## src/rtl/cordic_iter_stream.sv

```systemverilog
// Iterative CORDIC engine (rotation / vectoring) with valid/ready on both sides.
// Optional build macro CORDIC_ROUND_EN: round-half-up on output reduction instead of truncation.
module cordic_iter_stream #(
  parameter int DATA_WIDTH = 16,
  parameter int ITERATIONS = 14
) (
  input  logic                  clk,
  input  logic                  reset,
  input  logic                  in_valid,
  output logic                  in_ready,
  input  logic                  in_mode,
  input  logic [DATA_WIDTH-1:0] in_x,
  input  logic [DATA_WIDTH-1:0] in_y,
  input  logic [DATA_WIDTH-1:0] in_z,
  output logic                  out_valid,
  input  logic                  out_ready,
  output logic [DATA_WIDTH-1:0] out_x,
  output logic [DATA_WIDTH-1:0] out_y,
  output logic [DATA_WIDTH-1:0] out_z,
  output logic                  busy
);

  localparam int W    = DATA_WIDTH;
  localparam int IW   = W + 2;
  localparam int ZW   = W + 1;
  localparam int FRAC = W - 3;
  localparam int CW   = (ITERATIONS > 1) ? $clog2(ITERATIONS) : 1;

  if (ITERATIONS < 1 || ITERATIONS > DATA_WIDTH - 1) begin : g_bad_iterations
    $error("cordic_iter_stream: ITERATIONS must lie in 1..DATA_WIDTH-1");
  end

  function automatic real atan_series(input real t);
    real term;
    real sum;
    real t2;
    sum  = 0.0;
    term = t;
    t2   = t * t;
    for (int k = 0; k < 60; k++) begin
      if (k % 2 == 0) begin
        sum = sum + term / $itor(2 * k + 1);
      end else begin
        sum = sum - term / $itor(2 * k + 1);
      end
      term = term * t2;
    end
    return sum;
  endfunction

  // atan(1) via Machin's formula keeps every series argument well below 1
  function automatic real atan_pow2(input int i);
    real t;
    if (i == 0) begin
      return 4.0 * atan_series(0.2) - atan_series(1.0 / 239.0);
    end else begin
      t = 1.0;
      for (int k = 0; k < i; k++) begin
        t = t / 2.0;
      end
      return atan_series(t);
    end
  endfunction

  function automatic int to_fix(input real v);
    real s;
    s = 1.0;
    for (int k = 0; k < FRAC; k++) begin
      s = s * 2.0;
    end
    return $rtoi(v * s + 0.5);
  endfunction

  localparam logic signed [ZW-1:0] PI_Z       = ZW'(to_fix(4.0 * atan_pow2(0)));
  localparam logic signed [ZW-1:0] NEG_PI_Z   = -PI_Z;
  localparam logic signed [ZW-1:0] HALF_PI_Z  = ZW'(to_fix(2.0 * atan_pow2(0)));
  localparam logic signed [ZW-1:0] NEG_HALF_Z = -HALF_PI_Z;
  localparam logic signed [ZW-1:0] TWO_PI_Z   = ZW'(to_fix(8.0 * atan_pow2(0)));
  localparam logic [CW-1:0]        LAST_ITER  = CW'(ITERATIONS - 1);

  logic signed [ZW-1:0] atan_tab_s [ITERATIONS];

  for (genvar g = 0; g < ITERATIONS; g++) begin : g_atan
    localparam logic signed [ZW-1:0] ATAN_G = ZW'(to_fix(atan_pow2(g)));
    assign atan_tab_s[g] = ATAN_G;
  end

  function automatic logic [W-1:0] sat_w1(input logic signed [W:0] v);
    if (v[W] != v[W-1]) begin
      return v[W] ? {1'b1, {(W-1){1'b0}}} : {1'b0, {(W-1){1'b1}}};
    end else begin
      return v[W-1:0];
    end
  endfunction

  // Drops the two guard bits; the extra top bit lets a rounding carry reach saturation
  function automatic logic [W-1:0] reduce_xy(input logic signed [IW-1:0] v);
    logic signed [IW:0] t;
`ifdef CORDIC_ROUND_EN
    t = {v[IW-1], v} + {{(IW-1){1'b0}}, 2'b10};
`else
    t = {v[IW-1], v};
`endif
    return sat_w1(t[IW:2]);
  endfunction

  typedef enum logic [1:0] {
    ST_IDLE = 2'd0,
    ST_RUN  = 2'd1,
    ST_DONE = 2'd2
  } state_t;

  state_t               state_r, state_nxt_s;
  logic [CW-1:0]        iter_r, iter_nxt_s;
  logic                 mode_r, mode_nxt_s;
  logic signed [IW-1:0] x_r, y_r, x_nxt_s, y_nxt_s;
  logic signed [ZW-1:0] z_r, z_nxt_s;
  logic [W-1:0]         out_x_r, out_y_r, out_z_r;
  logic [W-1:0]         out_x_nxt_s, out_y_nxt_s, out_z_nxt_s;
  logic                 in_ready_s, accept_s;
  logic signed [IW-1:0] pre_x_s, pre_y_s, x0_s, y0_s;
  logic signed [ZW-1:0] pre_z_s, z0_s, zw_s;
  logic signed [IW-1:0] x_it_s, y_it_s;
  logic signed [ZW-1:0] z_it_s;
  logic                 d_pos_s;

  assign in_ready_s = (state_r == ST_IDLE) || ((state_r == ST_DONE) && out_ready);
  assign accept_s   = in_valid && in_ready_s;
  assign in_ready   = in_ready_s;
  assign out_valid  = (state_r == ST_DONE);
  assign busy       = (state_r != ST_IDLE);
  assign out_x      = out_x_r;
  assign out_y      = out_y_r;
  assign out_z      = out_z_r;

  // Operand pre-processing: angle wrap and half-plane fold (rotation), left half-plane flip (vectoring)
  always_comb begin
    x0_s    = $signed({in_x, 2'b00});
    y0_s    = $signed({in_y, 2'b00});
    z0_s    = $signed({in_z[W-1], in_z});
    zw_s    = z0_s;
    pre_x_s = x0_s;
    pre_y_s = y0_s;
    pre_z_s = z0_s;
    if (in_mode) begin
      if (in_x[W-1]) begin
        pre_x_s = -x0_s;
        pre_y_s = -y0_s;
        pre_z_s = in_y[W-1] ? NEG_PI_Z : PI_Z;
      end else begin
        pre_z_s = '0;
      end
    end else begin
      if (z0_s > PI_Z) begin
        zw_s = z0_s - TWO_PI_Z;
      end else if (z0_s < NEG_PI_Z) begin
        zw_s = z0_s + TWO_PI_Z;
      end else begin
        zw_s = z0_s;
      end
      if (zw_s > HALF_PI_Z) begin
        pre_z_s = zw_s - PI_Z;
        pre_x_s = -x0_s;
        pre_y_s = -y0_s;
      end else if (zw_s < NEG_HALF_Z) begin
        pre_z_s = zw_s + PI_Z;
        pre_x_s = -x0_s;
        pre_y_s = -y0_s;
      end else begin
        pre_z_s = zw_s;
      end
    end
  end

  // One micro-rotation; a zero steering value counts as positive
  always_comb begin
    d_pos_s = mode_r ? y_r[IW-1] : ~z_r[ZW-1];
    if (d_pos_s) begin
      x_it_s = x_r - (y_r >>> iter_r);
      y_it_s = y_r + (x_r >>> iter_r);
      z_it_s = z_r - atan_tab_s[iter_r];
    end else begin
      x_it_s = x_r + (y_r >>> iter_r);
      y_it_s = y_r - (x_r >>> iter_r);
      z_it_s = z_r + atan_tab_s[iter_r];
    end
  end

  // Next-state and datapath update
  always_comb begin
    state_nxt_s = state_r;
    iter_nxt_s  = iter_r;
    mode_nxt_s  = mode_r;
    x_nxt_s     = x_r;
    y_nxt_s     = y_r;
    z_nxt_s     = z_r;
    out_x_nxt_s = out_x_r;
    out_y_nxt_s = out_y_r;
    out_z_nxt_s = out_z_r;
    case (state_r)
      ST_IDLE: begin
        if (accept_s) begin
          state_nxt_s = ST_RUN;
        end else begin
          state_nxt_s = ST_IDLE;
        end
      end
      ST_RUN: begin
        x_nxt_s = x_it_s;
        y_nxt_s = y_it_s;
        z_nxt_s = z_it_s;
        if (iter_r == LAST_ITER) begin
          state_nxt_s = ST_DONE;
          iter_nxt_s  = '0;
          out_x_nxt_s = reduce_xy(x_it_s);
          out_y_nxt_s = reduce_xy(y_it_s);
          out_z_nxt_s = sat_w1(z_it_s);
        end else begin
          iter_nxt_s = iter_r + CW'(1);
        end
      end
      ST_DONE: begin
        if (accept_s) begin
          state_nxt_s = ST_RUN;
        end else if (out_ready) begin
          state_nxt_s = ST_IDLE;
        end else begin
          state_nxt_s = ST_DONE;
        end
      end
      default: begin
        state_nxt_s = ST_IDLE;
      end
    endcase
    if (accept_s) begin
      iter_nxt_s = '0;
      mode_nxt_s = in_mode;
      x_nxt_s    = pre_x_s;
      y_nxt_s    = pre_y_s;
      z_nxt_s    = pre_z_s;
    end else begin
      mode_nxt_s = mode_nxt_s;
    end
  end

  // State and datapath registers; reset discards any in-flight operand
  always_ff @(posedge clk or posedge reset) begin
    if (reset) begin
      state_r <= ST_IDLE;
      iter_r  <= '0;
      mode_r  <= 1'b0;
      x_r     <= '0;
      y_r     <= '0;
      z_r     <= '0;
      out_x_r <= '0;
      out_y_r <= '0;
      out_z_r <= '0;
    end else begin
      state_r <= state_nxt_s;
      iter_r  <= iter_nxt_s;
      mode_r  <= mode_nxt_s;
      x_r     <= x_nxt_s;
      y_r     <= y_nxt_s;
      z_r     <= z_nxt_s;
      out_x_r <= out_x_nxt_s;
      out_y_r <= out_y_nxt_s;
      out_z_r <= out_z_nxt_s;
    end
  end

endmodule

```

## config.mk

```make
export PLATFORM = sky130hd
export DESIGN_NAME = cordic_iter_stream
export DESIGN_NICKNAME = d
export VERILOG_FILES = /design/src/rtl/cordic_iter_stream.sv
export SDC_FILE = /design/constraint.sdc
export NUM_CORES = 1
export LEC_CHECK = 0
export ABC_AREA = 1
export CORE_UTILIZATION = 48
export DETAILED_ROUTE_END_ITERATION = 12
export GPL_ROUTABILITY_DRIVEN = 0
export PLACE_DENSITY = 0.68
export SLEW_MARGIN = 40
export SYNTH_ARGS = -nofsm -noshare
export SYNTH_HDL_FRONTEND = slang
export SYNTH_SLANG_ARGS = --single-unit
```

## constraint.sdc

```tcl
create_clock -name clk -period 6.8 [get_ports clk]
set_clock_uncertainty 0.15 [all_clocks]
set_input_delay 1.36 -clock clk [delete_from_list [all_inputs] [get_ports clk]]
set_output_delay 1.36 -clock clk [all_outputs]
set_load 0.1 [all_outputs]
```

==> metrics.md <==
| Metric | Value |
|---|---|
| Status | complete, no violations |
| Final setup viols | 0 |
| Grt total ovfl | 0 |
| Core ar. | between 20,000 and 30,000 µm² |
| EDFF count, synth | 0 |
| Worst EP arrival | around 5.6 ns |
| Post-CTS Setup Inserts | 0 |
| PostCTS Resize Cnt | 0 |
| Max Cap Viol | 0 |
| Top sig layer | met4 |
| Initial antenna violation count | 0 |
| Met3 WL post-DR | 2.92 mm |
| Detailed-router iteration count before antenna repair | 6 |
| # hold bufs at CTS | 0 |
| Register bit total from synthesis | between 100 and 150 |
| Nets | 2,310 |
| Worst path slowest cell | buf_4 |
| Die height | 165 µm |
| IO Pins | 104 |
| Maximum fanout along the worst path | 53 |
| Setup TNS | 0 ns |
| Wire length per cell | around 16 µm |
| Slew headroom | slightly above 40% |
| Share of layout cells above drive strength 1 | under 10% |
| Class of the worst hold path | reg2reg |
| Antenna diodes | 0 |
| Vias | between 10,000 and 15,000 |
| Crit-path max cell delay | 0.41 ns |
| TritonCTS Buffers | 9 |
| Max Clk Rate | between 0.15 and 0.2 GHz |
| GRT Total Usage | 29.7% |
| Max Slew Vio Count | 0 |
| Leading area contributor after synthesis | nand2_1 |
| DRC errors left | 0 |
| Row cnt | between 50 and 60 |
| IO Port Bufs | roughly 100 |
| Routed Antenna Nets | 0 |
| Metal2 WL | ~17 mm |
| CP required | roughly 6.9 ns |
| RSZ-0062 raised after global routing | no |
| Worst slew pin tran | just under 0.9 ns |
| Distinct cells, synth | just under 60 |
| Final Cycle Share | 80.4% |
| Multi-input gate area | around 8800 µm² |
| CTS tree | built |
| Die footprint | roughly 27,000 µm² |
| Crit Path Class | reg2reg |
| Routed WL | about 41 mm |
| Area Overhead vs Synth | 9.76% |
| First-pass GRT wire length | around 64 mm |
| Dpl hpwl | ~31 mm |
| CTS HTree Levels | 3 |
| Placed Cells | around 2,500 |
| Synth top area share | roughly 22% |
| Met1 wire length | a little under 20 mm |
| Most frequent CP cell | nand2_1 |
| Top cells by area, synth | nand2_1 22%, dfrtp_1 21%, nand3_1 7.3%, ha_1 6.4%, inv_1 6.4% |
| Clk_lat worst skew | 0.37 ns |
| Cell count after synthesis | roughly 2,100 |
| Clock period minus worst slack | around 5.5 ns |
| Sequential cell area | 2700 µm² |
| Post-Layout Cell Count | 2,528 |
| Vias per std cell | 5.57 |
| Ys Warns | 0 |
| Worst-path clk slew | approximately 0.090 ns |
| Post-synth top cells | 746 x nand2_1, 220 x inv_1, 188 x nand3_1 |
| TritonCTS Sinks | between 100 and 150 |
| Mapped Nets | around 2,300 |
| Avg Cell Area, Syn | between 5 and 6 µm² |
| Vias in the first global route | ~12,000 |
| Starting Density | about 49% |
| Sequential share of the synthesized area | between 20% and 30% |
| Iteration-0 DRC Markers | 1,228 |
| Top-count cell post-synth | nand2_1 |
| CTS root buf | clkbuf_16 |
| Synthesized cell area | roughly 13,000 µm² |
| Fill cell count | approximately 2,800 |
| Die X-Extent | around 170 µm |
| Pin count of the biggest net entering global routing | 60 |
| Clock tree buffer depth | 2 |
| Crit. End Element | flip-flop |
| Synth async-reset ratio | 100% |
| Worst setup SP type | flip-flop |
| Final Hold Fails | 0 |
| Most common flop cell mapped by yosys | dfrtp_1 |
-- critical path: cells and delay by family (launching register included) --
kind	cells	cell delay [ns]
DFF	1	0.33
xor gates and xnor gates	1	0.15
and+or+nand+nor	13	1.08
adders and majority gates	2	0.61
AOI/OAI and AO/OA	8	2.07
buffers and inverters	5	0.94
-- flip-flops by register name, indices dropped and copies added, names as in the netlist --
signal,flops
x_r,18
y_r,18
z_r,17
out_x,16
out_y,16
out_z,16
iter_r,4
state_r,2
mode_r,1
-- cell type report --
class	count	area share, %
inverters	237	6.35
multi-input cells	1713	62.9
flip-flops and latches	108	19.2
repair buffers	119	6.37
well taps	335	2.98
clock buffers	9	1.60
clock inverters	7	0.631
-- metal layers --
layer / up-vias / GRT usage, %
met5: - / 0
met2: 492 / 44.7
met1: 6504 / 44.5
li1: 7051 / -
met4: 0 / 7.11
met3: 46 / 3.57
-- worst paths after layout --
path | startpoint | end | slack, ns | cells after the start
setup reg to reg | iter_r[0]$_DFFE_PP0P_ | y_r[13]$_DFFE_PP0P_ | 1.33 | 29
setup / recovery | iter_r[0]$_DFFE_PP0P_ | y_r[13]$_DFFE_PP0P_ | 1.33 | 29
min in group asynchronous | reset | out_z[4]$_DFFE_PP0P_ | 1.31 | 2
hold / removal | out_y[2]$_DFFE_PP0P_ | out_y[2]$_DFFE_PP0P_ | 0.34 | 2
hold reg to reg | out_y[2]$_DFFE_PP0P_ | out_y[2]$_DFFE_PP0P_ | 0.34 | 2
max in group asynchronous | reset | x_r[14]$_DFFE_PP0P_ | 4.20 | 3
-- layout by cell type, fill, tap and decap left out, types with 15 or more instances in the layout --
cell type	Yosys	layout
a21oi_1	104	104
a31oi_1	16	15
buf_2	18	51
buf_4	6	16
clkdlybuf4s50_1	0	51
dfrtp_1	108	107
ha_1	66	66
inv_1	220	217
inv_2	14	15
nand2_1	746	746
nand3_1	188	188
nand4_1	24	24
nor2_1	143	141
nor3_1	22	22
o211ai_1	32	32
o21ai_0	157	157
xnor2_1	22	22
xor2_1	92	92
-- per-stage QoR --
step	setup slack (ns)	hold slack (ns)	instance area, µm²	utilization (%)
finish	1.33	0.337	14100	53.9
global route	0.673	0.363	14100	53.9
CTS	1.00	0.340	14100	53.8
detailed placement	1.03	0.310	13800	52.6
global placement	1.21	0.317	14000	53.6
floorplan	2.11	0.305	12800	-
-- kinds of logic after synthesis --
kind of cell | count (synthesis) | share of synthesized area [%]
buf+inv | 323 | 10.1
fa+ha+maj | 69 | 6.91
xor+xnor | 114 | 7.78
simple gates | 1170 | 38.3
flops | 108 | 21.1
compound gates | 360 | 15.8
Power is not shown: default switching activity piles up to over one toggle a cycle in this logic, so the estimate is an artifact.
